$ cat src/rtl/mem_arb_pkg.sv
// mem_arb_pkg: definitions shared by the memory arbiter, the cache
// controllers and the data memory model.
//   - arb_state_e : arbiter state encoding (IDLE / BUSY0 / BUSY1)
//   - ADDR_W_DEF  : default line address width
//   - LINE_W_DEF  : default cache line / memory data width
package mem_arb_pkg;

    localparam int ADDR_W_DEF = 32;
    localparam int LINE_W_DEF = 256;

    typedef enum logic [1:0] {
        ARB_IDLE  = 2'd0,
        ARB_BUSY0 = 2'd1,
        ARB_BUSY1 = 2'd2
    } arb_state_e;

endpackage

$ cat src/rtl/mem_arb_watchdog.sv
// mem_arb_watchdog: counts the cycles a memory transaction has been waiting
// for its acknowledge and raises a sticky error once TIMEOUT is reached.
// Ports:
//   clk_i, rst_i : clock, asynchronous active-low reset
//   busy_i       : a transaction is in progress this cycle
//   ack_i        : memory acknowledged this cycle (no count)
//   clear_i      : restart the count (held while the arbiter is idle)
//   err_o        : sticky timeout flag, cleared only by reset
module mem_arb_watchdog #(
    parameter int TIMEOUT = 1023,
    parameter int CNT_W   = 10
) (
    input  logic clk_i,
    input  logic rst_i,
    input  logic busy_i,
    input  logic ack_i,
    input  logic clear_i,
    output logic err_o
);

    logic [CNT_W-1:0] cnt_q, cnt_d;
    logic             err_q, err_d;

    // The count stops at TIMEOUT; reaching it sets the error and the
    // transaction is left waiting rather than being killed.
    always_comb begin
        cnt_d = cnt_q;
        err_d = err_q;
        if (clear_i) begin
            cnt_d = '0;
        end else if (busy_i && !ack_i) begin
            if (cnt_q == CNT_W'(TIMEOUT)) begin
                err_d = 1'b1;
            end else begin
                cnt_d = cnt_q + 1'b1;
            end
        end
    end

    always_ff @(posedge clk_i or negedge rst_i) begin
        if (!rst_i) begin
            cnt_q <= '0;
            err_q <= 1'b0;
        end else begin
            cnt_q <= cnt_d;
            err_q <= err_d;
        end
    end

    assign err_o = err_q;

endmodule

$ cat src/rtl/mem_arbiter.sv
// mem_arbiter: shares the single line-wide data memory port between the
// instruction cache (port 0) and the data cache (port 1). One transaction at
// a time; the grant is held until the memory acknowledges, followed by one
// idle turnaround cycle.
// Build option: MEM_ARBITER_RR_EN -- when defined, a tie in IDLE goes to the
// port that was not granted last (round-robin); when undefined, port 1
// always wins ties.
// Ports:
//   clk_i, rst_i           : clock, asynchronous active-low reset
//   pX_enable_i/write_i    : port X request (held until pX_ack_o) and direction
//   pX_addr_i/data_i       : port X line address and write data
//   pX_ack_o               : port X transaction done (1-cycle pulse)
//   rd_data_o              : read data broadcast to both ports
//   mem_enable_o/write_o   : memory request and direction
//   mem_addr_o/data_o      : memory address and write data
//   mem_data_i, mem_ack_i  : memory read data and 1-cycle acknowledge
//   err_o                  : sticky watchdog error
//
// Handshake: a port raises enable with stable write/addr/data and keeps them
// stable until it sees its ack; the ack cycle completes the transfer. A port
// dropping enable before its ack aborts the transfer, and a late memory ack
// is then ignored.
module mem_arbiter
    import mem_arb_pkg::*;
#(
    parameter int ADDR_W  = ADDR_W_DEF,
    parameter int LINE_W  = LINE_W_DEF,
    parameter int TIMEOUT = 1023,
    parameter int CNT_W   = 10
) (
    input  logic              clk_i,
    input  logic              rst_i,
    input  logic              p0_enable_i,
    input  logic              p0_write_i,
    input  logic [ADDR_W-1:0] p0_addr_i,
    input  logic [LINE_W-1:0] p0_data_i,
    output logic              p0_ack_o,
    input  logic              p1_enable_i,
    input  logic              p1_write_i,
    input  logic [ADDR_W-1:0] p1_addr_i,
    input  logic [LINE_W-1:0] p1_data_i,
    output logic              p1_ack_o,
    output logic [LINE_W-1:0] rd_data_o,
    output logic              mem_enable_o,
    output logic              mem_write_o,
    output logic [ADDR_W-1:0] mem_addr_o,
    output logic [LINE_W-1:0] mem_data_o,
    input  logic [LINE_W-1:0] mem_data_i,
    input  logic              mem_ack_i,
    output logic              err_o
);

    arb_state_e state_q;
    logic       last_grant_q;
    arb_state_e tie_state;

`ifdef MEM_ARBITER_RR_EN
    assign tie_state = last_grant_q ? ARB_BUSY0 : ARB_BUSY1;
`else
    // last_grant is still tracked so the round-robin build is a drop-in.
    logic unused_last_grant;
    assign unused_last_grant = last_grant_q;
    assign tie_state         = ARB_BUSY1;
`endif

    always_ff @(posedge clk_i or negedge rst_i) begin
        if (!rst_i) begin
            state_q      <= ARB_IDLE;
            last_grant_q <= 1'b1;
        end else begin
            case (state_q)
                ARB_IDLE: begin
                    if (p0_enable_i && p1_enable_i) state_q <= tie_state;
                    else if (p1_enable_i)           state_q <= ARB_BUSY1;
                    else if (p0_enable_i)           state_q <= ARB_BUSY0;
                end
                ARB_BUSY0: begin
                    if (mem_ack_i) begin
                        state_q      <= ARB_IDLE;
                        last_grant_q <= 1'b0;
                    end else if (!p0_enable_i) begin
                        state_q <= ARB_IDLE;
                    end
                end
                ARB_BUSY1: begin
                    if (mem_ack_i) begin
                        state_q      <= ARB_IDLE;
                        last_grant_q <= 1'b1;
                    end else if (!p1_enable_i) begin
                        state_q <= ARB_IDLE;
                    end
                end
                default: state_q <= ARB_IDLE;
            endcase
        end
    end

    // Memory side follows the granted port directly so the request is seen
    // in the first BUSY cycle; everything is zero while idle.
    always_comb begin
        mem_enable_o = 1'b0;
        mem_write_o  = 1'b0;
        mem_addr_o   = '0;
        mem_data_o   = '0;
        case (state_q)
            ARB_BUSY0: begin
                mem_enable_o = 1'b1;
                mem_write_o  = p0_write_i;
                mem_addr_o   = p0_addr_i;
                mem_data_o   = p0_data_i;
            end
            ARB_BUSY1: begin
                mem_enable_o = 1'b1;
                mem_write_o  = p1_write_i;
                mem_addr_o   = p1_addr_i;
                mem_data_o   = p1_data_i;
            end
            default: ;
        endcase
    end

    assign p0_ack_o  = mem_ack_i && (state_q == ARB_BUSY0);
    assign p1_ack_o  = mem_ack_i && (state_q == ARB_BUSY1);
    assign rd_data_o = mem_data_i;

    mem_arb_watchdog #(
        .TIMEOUT (TIMEOUT),
        .CNT_W   (CNT_W)
    ) u_watchdog (
        .clk_i   (clk_i),
        .rst_i   (rst_i),
        .busy_i  (state_q != ARB_IDLE),
        .ack_i   (mem_ack_i),
        .clear_i (state_q == ARB_IDLE),
        .err_o   (err_o)
    );

endmodule

$ cat config.mk
export PLATFORM = sky130hd
export DESIGN_NAME = mem_arbiter
export DESIGN_NICKNAME = d
export VERILOG_FILES = /design/src/rtl/mem_arb_pkg.sv /design/src/rtl/mem_arb_watchdog.sv /design/src/rtl/mem_arbiter.sv
export SDC_FILE = /design/constraint.sdc
export NUM_CORES = 1
export LEC_CHECK = 0
export ABC_AREA = 1
export BUFFER_PORTS_ARGS = -buffer_cell sky130_fd_sc_hd__buf_2
export CORE_AREA = 2 2 542 544
export CTS_BUF_LIST = sky130_fd_sc_hd__clkbuf_4 sky130_fd_sc_hd__clkbuf_8
export DETAILED_ROUTE_END_ITERATION = 8
export DIE_AREA = 0 0 544 546
export PLACE_DENSITY_LB_ADDON = 0.3
export SYNTH_ARGS = -nofsm -noshare
export SYNTH_HDL_FRONTEND = slang
export SYNTH_HIERARCHICAL = 1
export SYNTH_SLANG_ARGS = --single-unit
$ cat constraint.sdc
create_clock -name clk_i -period 3.7 [get_ports clk_i]
set_input_delay 0.555 -clock clk_i [delete_from_list [all_inputs] [get_ports clk_i]]
set_output_delay 0.555 -clock clk_i [all_outputs]
set_load 0.1 [all_outputs]
==> results.md, run 1 <==
- R2R Setup Slk: about 1.7 ns
- First-pass GRT wire length: 226 mm
- Clock Sink Count: 13
- Sw Pwr: roughly 0.012 W
- Post-synth EDFFs: 0
- Cell Rows: 199
- Measured slew at the worst slew-check pin: ~1.1 ns
- Slew margin rel.: 27.8%
- Status: complete, no violations
- CP Data Required Time: approximately 3.1 ns
- Router iterations before antenna repair: 5
- Worst setup SP type: register
- Main area contributors after synthesis: nand2_1 31%, buf_4 29%, a21oi_1 15%
- Slowest-stage cell, CP: a21oi_1
- Critical Path AT: 3.14 ns
- Ratio of cells with drive above 1 in the final layout: between 50% and 60%
- Antenna violations before repair: around 120
- Synth Area in XOR/XNOR: less than 1%
- Vias per Instance: 2.12
- Sequential share of the synthesized area: 4.36%
- Final Cycle Share: 99.8%
- Nets@finish: about 2,700
- Placed cell count: 5,819
- Ys async rst share: 100%
- GP Congestion: 0.862
- Largest net degree at the start of global routing: 93
- Total core area: 0.292 sq mm
- CTS tree: yes
- Top cell type's share of synthesized area: 30.7%
- Maxcap violations: 0
- # IOs: about 1,400
- Commonest non-fill, non-tap cell in the layout: buf_2
- Setup Skew: 0.00325 ns
- Die height: about 550 microns
- Root Buffer: clkbuf_8
- Fillers: between 30,000 and 40,000
- Unrepaired setup endpoints after global routing: no
- Clock Power Share: under 10%
- HPWL after detailed placement: around 190 mm
- Total vias in the final route: roughly 12,000
- TritonCTS Buffers: 3
- Crit path capture type: primary output
- Grt ovf: 0
- Layout Area Growth over Synthesis: 111%
- Die Wd: roughly 540 microns
- # DRC: 0
- Post-Route WL: 201 mm
- Final core utilization: ~5.4%
- CTS Hold Buffers Added: 0
- CTS Buffer Depth: 2
- H-Tree Depth: 1
- Clk Latency, worst-skew pair: 0.25 ns
- FF+latch count, synth: 13
- Initial Utilization: 2.55%
- Sw Ratio: 82.8%
- Int Pwr: roughly 0.0026 W
- Leakage: ~5.6 nW
- P per Cell Area: 954 mW/mm^2
- Synth Area in Compound Gates: around a quarter
- Port Buffer Count: 875
- Synth warn: 6
- Vias in the first global route: 12,100
- Antenna Violating Nets Remaining: 0
- Final max-slew violation count: 0
- Avg Cell Area, Syn: roughly 5.6 sq um
- Largest family of logic cells by synthesized area: buffers and inverters
- Hold Vio Cnt, Final: 0
- Total power: 0.0150 W
- Setup Crit Path Kind: reg -> out
- DR iter-0 viols: 781
- CP Cell Sequence: inv_1 > ha_1 > inv_8 > buf_12 > buf_4 > a21oi_1 > buf_4
- Final setup violation count: 0
- Cell area after synthesis: 0.00745 sq mm
- Cell mode on critical path: buf_4
- Syn_nets: 2,178
- Die ar.: 0.297 sq mm
- Unique masters post-synth: 27
- Slowest cell delay on critical path: about 0.53 ns
- Reg power frac: under 10%
- Post-CTS setup buffer count: 0
- Worst-path fanout max: 64
- Count of non-filler cells in the finished layout: 5,859
- Post-CTS sizing: 0
- Cell taking the most area after synthesis: nand2_1
- Clk slew on worst S/H paths: 0.07 ns
- Hold Path Class: in -> async
- Fin crit period: around 3.7 ns
- Maximum VDD drop: 0.000746 V
- F_max: 271 MHz
- Post-Synth Adder-Cell Area: 0.671%
- Mux share of post-synthesis cell area: 0%
- Comb pwr share: 97.8%
- Synth Flop Type: dfrtp_1
- Drt wl/cell: 34.3 microns
- Commonest cells after routing, fill and taps aside: 778 x buf_2, 610 x nand2_1, 156 x a21oi_2
- Post-Synth Simple-Gate Area: 33.2%
- Post-Synthesis Cells: 1,335
- GR Util All Layers: 12.9%
==> kinds of logic after synthesis <==
| logic type | Yosys count |
|---|---|
| flops | 13 |
| simple gates | 640 |
| fa+ha+maj | 4 |
| buf+inv | 373 |
| compound gates | 304 |
| xor+xnor | 1 |
==> stage by stage <==
stage	area, sq um	worst slack (ns)	hold WS, ns	setup TNS (ns)
CTS	15600	0.0563	0.226	0
detailed placement	15600	0.343	0.494	0
finish	15700	0.00761	0.213	0
global placement	15600	0.326	0.492	0
global route	15600	0.0282	0.232	0
floorplan	7780	-0.149	0.259	-18.27
==> cell usage after synthesis (2+ instances only) <==
cell type,count
a21oi_2,68
buf_6,35
dfrtp_1,13
nand3_1,10
o21bai_1,3
o21ai_1,4
nor2_4,2
ha_1,4
inv_1,18
a21oi_1,223
nor2_1,11
nand2_2,3
o21ai_2,5
clkbuf_4,4
buf_2,16
inv_2,2
buf_4,289
nand2_1,610
clkbuf_1,7
==> power by group through the flow <==
| stage | Sequential [W] | Clock, W | Combinational [W] |
|---|---|---|---|
| 3_5_place_dp | 0.000187 | 0 | 0.0149 |
| 2_1_floorplan | 0.000182 | 0 | 0.0108 |
| 6_report | 0.000184 | 0.000150 | 0.0146 |
| 4_1_cts | 0.000184 | 0.000153 | 0.0149 |
| 5_1_grt | 0.000187 | 0.000158 | 0.0151 |
| 3_3_place_gp | 0.000187 | 0 | 0.0150 |
==> routing by layer <==
layer	part of all wire, %	track usage (%)	up-vias
met5	0.37	0.487	-
li1	-	-	5143
met3	20	11.4	274
met1	39	14.7	5531
met2	38	17.9	1403
met4	1.8	1.71	98
==> sequential cells by signal, summed over array words and instances (netlist names) <==
| register | count |
|---|---|
| u_watchdog/err_o | 1 |
| u_watchdog/cnt_q | 10 |
| state_q | 2 |
==> cell type report <==
| cell class | count | area, sq um | area share (%) |
|---|---|---|---|
| multi-input cells | 949 | 4690 | 29.9 |
| diodes | 36 | 90.1 | 0.574 |
| well taps | 3919 | 4900 | 31.2 |
| clock buffers | 4 | 48.8 | 0.311 |
| repair buffers | 917 | 5550 | 35.4 |
| inverters | 21 | 86.3 | 0.550 |
| flip-flops and latches | 13 | 325 | 2.07 |
==> critical path: cells and delay by family, from the launching register on <==
kind | cells | cell delay [ns]
adders and majority gates | 1 | 0.41
buffers and inverters | 5 | 1.31
AOI/OAI and AO/OA | 1 | 0.53
DFF | 1 | 0.43
==> final timing paths <==
path	startpoint	to	cells past startpoint
min	rst_i	u_watchdog/cnt_q[1]	1
max in group asynchronous	rst_i	u_watchdog/cnt_q[4]	1
max	state_q[0]	mem_data_o[195]	7
min reg2reg	u_watchdog/cnt_q[4]	u_watchdog/cnt_q[4]	2
max reg2reg	state_q[0]	u_watchdog/cnt_q[3]	11
min in group clk_i	u_watchdog/cnt_q[4]	u_watchdog/cnt_q[4]	2
(Power assumes the default switching activity.)
==> run 2: changes to the inputs <==
--- a/config.mk
+++ b/config.mk
@@ -11,6 +11,7 @@
 export CTS_BUF_LIST = sky130_fd_sc_hd__clkbuf_4 sky130_fd_sc_hd__clkbuf_8
 export DETAILED_ROUTE_END_ITERATION = 8
 export DIE_AREA = 0 0 544 546
+export GPL_TIMING_DRIVEN = 0
 export PLACE_DENSITY_LB_ADDON = 0.3
 export SYNTH_ARGS = -nofsm -noshare
 export SYNTH_HDL_FRONTEND = slang
==> run 2 against run 1 <==
Compared with the run above: count of clock-buffer cells in the layout unchanged; wire length shrank 1.6%; combinational power grew 15%; first-iteration DRC count grew 0.38%; final area grew 19%; register-to-register slack better by 0.11 ns; setup slack gained 0.050 ns; sequential cell count unchanged; fmax up 1.4%; critical path depth unchanged; global-route usage is 0.21 points lower.
==> results.md, run 2 (same netlist as run 1, synthesis figures left out) <==
- Worst-path fanout max: 12 (was 64)
- Commonest cells after routing, fill and taps aside: 1,124 x buf_2, 610 x nand2_1, 311 x buf_4 (was 778 x buf_2, 610 x nand2_1, 156 x a21oi_2)
- Clk Latency, worst-skew pair: 0.25 ns (about the same)
- HPWL after detailed placement: 190 mm (about the same)
- Setup Crit Path Kind: reg -> out (unchanged)
- Vias in the first global route: 14,100 (was 12,100)
- Final setup violation count: 0 (unchanged)
- Reg power frac: 1.1% (was 1.2%)
- Port Buffer Count: 1,131 (was 875)
- Ratio of cells with drive above 1 in the final layout: 67.9% (was 57.4%)
- Placed cell count: 6,385 (was 5,819)
- Commonest non-fill, non-tap cell in the layout: buf_2 (unchanged)
- Post-CTS setup buffer count: 0 (unchanged)
- Largest net degree at the start of global routing: 14 (was 93)
- Slowest cell delay on critical path: 0.58 ns (was 0.53 ns)
- CP bufs+invs: 4 (was 5)
- Die height: 546 microns (unchanged)
- Slew margin rel.: 40.6% (was 27.8%)
- Clk slew on worst S/H paths: 0.06 ns (was 0.07 ns)
- Sw Ratio: 85.1% (was 82.8%)
- First-pass GRT wire length: 224 mm (was 226 mm)
- Sw Pwr: 0.0146 W (was 0.0124 W)
- Clock Sink Count: 13 (unchanged)
- Layout Area Growth over Synthesis: 151% (was 111%)
- Setup Skew: 0.00212 ns (was 0.00325 ns)
- Pre-CTS WS: -0.195 ns (was 0.343 ns)
- Int Pwr: 0.00256 W (was 0.00257 W)
- CTS Buffer Depth: 2 (unchanged)
- # IOs: 1,388 (unchanged)
- Fin crit period: 3.64 ns (was 3.69 ns)
- H-Tree Depth: 1 (unchanged)
- Die ar.: 0.297 sq mm (unchanged)
- Drt wl/cell: 30.6 microns (was 34.3 microns)
- F_max: 275 MHz (was 271 MHz)
- Hold Path Class: in -> async (unchanged)
- Cell mode on critical path: buf_4 (unchanged)
- Max reg flops: 10 (unchanged)
- Antenna violations before repair: 158 (was 122)
- Maximum VDD drop: 0.000390 V (was 0.000746 V)
- P per Cell Area: 917 mW/mm^2 (was 954 mW/mm^2)
- CP Data Required Time: 3.14 ns (about the same)
- Crit path capture type: primary output (unchanged)
- Comb pwr share: 98.1% (was 97.8%)
- Cell Rows: 199 (unchanged)
- Slowest-stage cell, CP: a21oi_2 (was a21oi_1)
- DR iter-0 viols: 784 (was 781)
- Measured slew at the worst slew-check pin: 0.891 ns (was 1.08 ns)
- Fillers: 35,100 (about the same)
- Final setup margin: 0.0579 ns (was 0.00761 ns)
- Nets@finish: 3,314 (was 2,748)
- Leakage: 7.93 nW (was 5.59 nW)
- Die Wd: 544 microns (unchanged)
- Kind of cell adding the most delay to the critical path: buffers and inverters (unchanged)
- Largest Register: u_watchdog/cnt_q (unchanged)
- Vias per Instance: 2.20 (was 2.12)
- TritonCTS Buffers: 3 (unchanged)
- CTS Hold Buffers Added: 0 (unchanged)
- Worst setup SP type: register (unchanged)
- Post-Route WL: 198 mm (was 201 mm)
- Initial Utilization: 2.55% (unchanged)
- Maxcap violations: 0 (unchanged)
- CTS tree: yes (unchanged)
- Unrepaired setup endpoints after global routing: no (unchanged)
- Final Cycle Share: 98.4% (was 99.8%)
- Post-CTS sizing: 48 (was 0)
- Count of non-filler cells in the finished layout: 6,454 (was 5,859)
- Final core utilization: 6.41% (was 5.37%)
- Critical Path AT: 3.09 ns (was 3.14 ns)
- Root Buffer: clkbuf_8 (unchanged)
- Antenna Violating Nets Remaining: 0 (unchanged)
- # DRC: 0 (unchanged)
- Grt ovf: 0 (unchanged)
- CP Cell Sequence: inv_1 > ha_2 > buf_6 > buf_4 > nand2_1 > a21oi_2 > buf_4 (was inv_1 > ha_1 > inv_8 > buf_12 > buf_4 > a21oi_1 > buf_4)
- Router iterations before antenna repair: 5 (unchanged)
- Clock Power Share: 0.8% (was 1.0%)
- Total vias in the final route: 14,200 (was 12,400)
- Total core area: 0.292 sq mm (unchanged)
- Status: complete, no violations (unchanged)
- Final max-slew violation count: 0 (unchanged)
- GP Congestion: 1.17 (was 0.862)
- GR Util All Layers: 12.6% (was 12.9%)
- Hold Vio Cnt, Final: 0 (unchanged)
-- run 2: cell types whose count changed in the layout (fill, tap and decap cells not counted), sizes merged --
cell / before / now
buf: 917 / 1471
clkbuf: 4 / 16
diode: 36 / 65
-- run 2: layout make-up --
| class | count | area [sq um] | area share (%) |
|---|---|---|---|
| clock buffers | 4 | 48.8 | 0.261 |
| plain buffers | 352 | 2720 | 14.5 |
| diodes | 65 | 163 | 0.869 |
| multi-input cells | 949 | 4760 | 25.4 |
| flip-flops and latches | 13 | 325 | 1.74 |
| inverters | 21 | 78.8 | 0.421 |
| well taps | 3919 | 4900 | 26.2 |
| repair buffers | 1131 | 5710 | 30.5 |
-- run 2: worst reg2reg max path, delay by kind of cell, from the launching register on --
kind                       cells  cell delay (ns)
DFF                            1             0.41
adders and majority gates      1             0.33
AOI/OAI and AO/OA              1             0.05
and+or+nand+nor                4             0.42
buffers and inverters          5             0.62
-- run 2: final timing paths --
path / start / to / slack, ns / cells past startpoint
worst min register to register: u_watchdog/err_o / u_watchdog/err_o / 0.48 / 1
worst min-delay path: rst_i / u_watchdog/err_o / 0.21 / 1
min in group clk_i: u_watchdog/err_o / u_watchdog/err_o / 0.48 / 1
worst max-delay path: state_q[0] / mem_data_o[223] / 0.06 / 7
worst max register to register: state_q[0] / u_watchdog/cnt_q[5] / 1.79 / 11
max in group asynchronous: rst_i / u_watchdog/cnt_q[0] / 3.24 / 1
-- run 2: metrics by stage --
step	TNS, ns	cell area, sq um	hold slack, ns	total power (W)
floorplan	-18.27	7780	0.259	0.0109
global placement	-1.24	18300	0.469	0.0174
detailed placement	-1.30	18300	0.468	0.0174
CTS	-0.00191	18500	0.218	0.0177
global route	0	18600	0.220	0.0178
finish	0	18700	0.208	0.0172
-- run 2: power by group through the flow --
| stage | Clock, W | Sequential, W | Combinational (W) |
|---|---|---|---|
| floorplan | 0 | 0.000182 | 0.0108 |
| global placement | 0 | 0.000183 | 0.0172 |
| detailed placement | 0 | 0.000182 | 0.0172 |
| CTS | 0.000144 | 0.000180 | 0.0173 |
| global route | 0.000148 | 0.000184 | 0.0175 |
| finish | 0.000139 | 0.000180 | 0.0168 |
-- run 2: layer usage --
metal	track usage, %	up-vias	part of all wire (%)
met5	0.0325	-	0.15
met3	6.20	272	12
met1	16.2	6335	44
li1	-	6314	-
met4	3.60	46	3.9
met2	18.5	1258	40
==> run 3: changes to the inputs <==
--- a/config.mk
+++ b/config.mk
@@ -12,7 +12,6 @@
 export DETAILED_ROUTE_END_ITERATION = 8
 export DIE_AREA = 0 0 544 546
 export GPL_TIMING_DRIVEN = 0
-export PLACE_DENSITY_LB_ADDON = 0.3
 export SYNTH_ARGS = -nofsm -noshare
 export SYNTH_HDL_FRONTEND = slang
 export SYNTH_HIERARCHICAL = 1
==> run 3 against run 2 <==
Compared with the run above: final area up 5.7%; count of clock-buffer cells in the layout stayed put; the flow now finishes with violations (negative setup slack); first-iteration DRC count up 75%; hold slack improved by 0.024 ns; register-to-register slack worse by 0.93 ns; largest cell class unchanged; non-clock buffer count up 1; final cell count increased by 0.39%; critical path type unchanged; sequential share of layout area is 0.094 points lower; wire length rose by 42%; sequential cell count did not move; largest power group unchanged.
==> results.md, run 3 (same netlist as run 1, synthesis figures left out) <==
- Cell mode on critical path: buf_4 (unchanged)
- Grt ovf: 0 (unchanged)
- Failing checks: negative setup slack
- Final setup violation count: 3 (was 0)
- Clk slew on worst S/H paths: 0.08 ns (was 0.06 ns)
- Largest Register: u_watchdog/cnt_q (unchanged)
- Slew margin rel.: 31.6% (was 40.6%)
- CP bufs+invs: 5 (was 4)
- Cell Rows: 199 (unchanged)
- Vias in the first global route: 18,900 (was 14,100)
- H-Tree Depth: 1 (unchanged)
- Die Wd: 544 microns (unchanged)
- P per Cell Area: 992 mW/mm^2 (was 917 mW/mm^2)
- Hold Vio Cnt, Final: 0 (unchanged)
- Worst setup SP type: register (unchanged)
- Status: complete, but fails checks (was complete, no violations)
- Vias per Instance: 2.65 (was 2.20)
- Layout Area Growth over Synthesis: 165% (was 151%)
- Final setup margin: -0.0659 ns (was 0.0579 ns)
- Initial Utilization: 2.55% (unchanged)
- Maxcap violations: 0 (unchanged)
- TritonCTS Buffers: 3 (unchanged)
- Ratio of cells with drive above 1 in the final layout: 70.3% (was 67.9%)
- Root Buffer: clkbuf_8 (unchanged)
- Worst-path fanout max: 10 (was 12)
- Final Cycle Share: 102% (was 98.4%)
- First-pass GRT wire length: 325 mm (was 224 mm)
- CTS Buffer Depth: 2 (unchanged)
- Total vias in the final route: 17,200 (was 14,200)
- Clock Sink Count: 13 (unchanged)
- Antenna violations before repair: 179 (was 158)
- Slowest-stage cell, CP: dfrtp_1 (was a21oi_2)
- Antenna Violating Nets Remaining: 0 (unchanged)
- Kind of cell adding the most delay to the critical path: buffers and inverters (unchanged)
- Commonest non-fill, non-tap cell in the layout: buf_2 (unchanged)
- Crit path capture type: primary output (unchanged)
- Setup Crit Path Kind: reg -> out (unchanged)
- Setup Skew: 0.00209 ns (was 0.00212 ns)
- Largest net degree at the start of global routing: 14 (unchanged)
- # IOs: 1,388 (unchanged)
- Placed cell count: 6,386 (was 6,385)
- F_max: 266 MHz (was 275 MHz)
- HPWL after detailed placement: 264 mm (was 190 mm)
- Router iterations before antenna repair: 6 (was 5)
- Total core area: 0.292 sq mm (unchanged)
- Final max-slew violation count: 0 (unchanged)
- Clk Latency, worst-skew pair: 0.26 ns (was 0.25 ns)
- Nets@finish: 3,315 (was 3,314)
- CTS tree: yes (unchanged)
- Post-Route WL: 280 mm (was 198 mm)
- GR Util All Layers: 18.1% (was 12.6%)
- Measured slew at the worst slew-check pin: 1.03 ns (was 0.891 ns)
- DR iter-0 viols: 1,370 (was 784)
- Drt wl/cell: 43.3 microns (was 30.6 microns)
- Post-DP Area: 0.0184 sq mm (was 0.0183 sq mm)
- Final TNS setup: -0.0978 ns (was 0 ns)
- Leakage: 7.99 nW (was 7.93 nW)
- Port Buffer Count: 1,131 (unchanged)
- CP Data Required Time: 3.14 ns (about the same)
- Unrepaired setup endpoints after global routing: yes (was no)
- Die height: 546 microns (unchanged)
- CP Cell Sequence: inv_1 > ha_1 > inv_4 > buf_4 > buf_4 > a21oi_1 > clkbuf_4 (was inv_1 > ha_2 > buf_6 > buf_4 > nand2_1 > a21oi_2 > buf_4)
- Final core utilization: 6.77% (was 6.41%)
- Cell area after layout: 0.0198 sq mm (was 0.0187 sq mm)
- Total power: 0.0196 W (was 0.0172 W)
- Fin crit period: 3.77 ns (was 3.64 ns)
- Hold Path Class: in -> async (unchanged)
- GP Congestion: 1.11 (was 1.17)
- Critical Path AT: 3.21 ns (was 3.09 ns)
- Slowest cell delay on critical path: 0.53 ns (was 0.58 ns)
- Max reg flops: 10 (unchanged)
- Commonest cells after routing, fill and taps aside: 979 x buf_2, 607 x nand2_1, 424 x buf_4 (was 1,124 x buf_2, 610 x nand2_1, 311 x buf_4)
- Maximum VDD drop: 0.000576 V (was 0.000390 V)
- Die ar.: 0.297 sq mm (unchanged)
- Count of non-filler cells in the finished layout: 6,479 (was 6,454)
- # DRC: 0 (unchanged)
## run 3: metal layers
metal	vias to the layer above	part of all wire, %	global-route usage (%)
met1	8392	39	20.5
met5	-	0.15	0.0162
met4	62	6.0	8.74
met2	1734	44	28.6
li1	6359	-	-
met3	637	11	8.16
## run 3: metrics by stage
step	hold slack, ns	worst slack, ns
after floorplan	0.259	-0.149
after global placement	0.533	-1.19
after detailed placement	0.525	-1.03
after CTS	0.248	-0.0330
after global routing	0.249	-0.0703
final	0.232	-0.0659
## run 3: power breakdown
group          leakage (nW)  total (W)  switching [W]  internal [W]
combinational          7.79     0.0193         0.0165       0.00279
sequential            0.175   0.000204      0.0000436      0.000161
clock                0.0267   0.000156      0.0000724     0.0000839
## run 3: repair_timing
item                                    CTS  global route
resized for setup                       270            48
hold buffers                              0             0
pin swaps                                 1             2
buffers inserted                          0             0
endpoints found under the setup margin  265            43
## run 3: worst reg2reg max path: cells and delay by family, from the launching register on
| family | cells | cell delay (ns) |
|---|---|---|
| flops | 1 | 0.50 |
| simple gates | 4 | 0.74 |
| buf+inv | 5 | 0.98 |
| fa+ha+maj | 1 | 0.44 |
| compound gates | 1 | 0.11 |
## run 3: path summary, 6_finish.rpt
path,endpoint,startpoint,cells past startpoint,slack (ns)
max,mem_data_o[253],state_q[1],7,-0.07
min,u_watchdog/cnt_q[5],rst_i,1,0.23
max reg2reg,u_watchdog/cnt_q[6],state_q[1],11,0.86
min reg2reg,u_watchdog/err_o,u_watchdog/err_o,1,0.56
max in group asynchronous,u_watchdog/err_o,rst_i,1,3.15
min in group clk_i,u_watchdog/err_o,u_watchdog/err_o,1,0.56
## run 3: layout make-up
type                    count  area [sq um]
inverters                  21          81.3
clock buffers               4          48.8
fillers                 35100        272000
repair buffers           1132          6100
multi-input cells         949          5330
diodes                     89           223
well taps                3919          4900
plain buffers             352          2770
flip-flops and latches     13           325
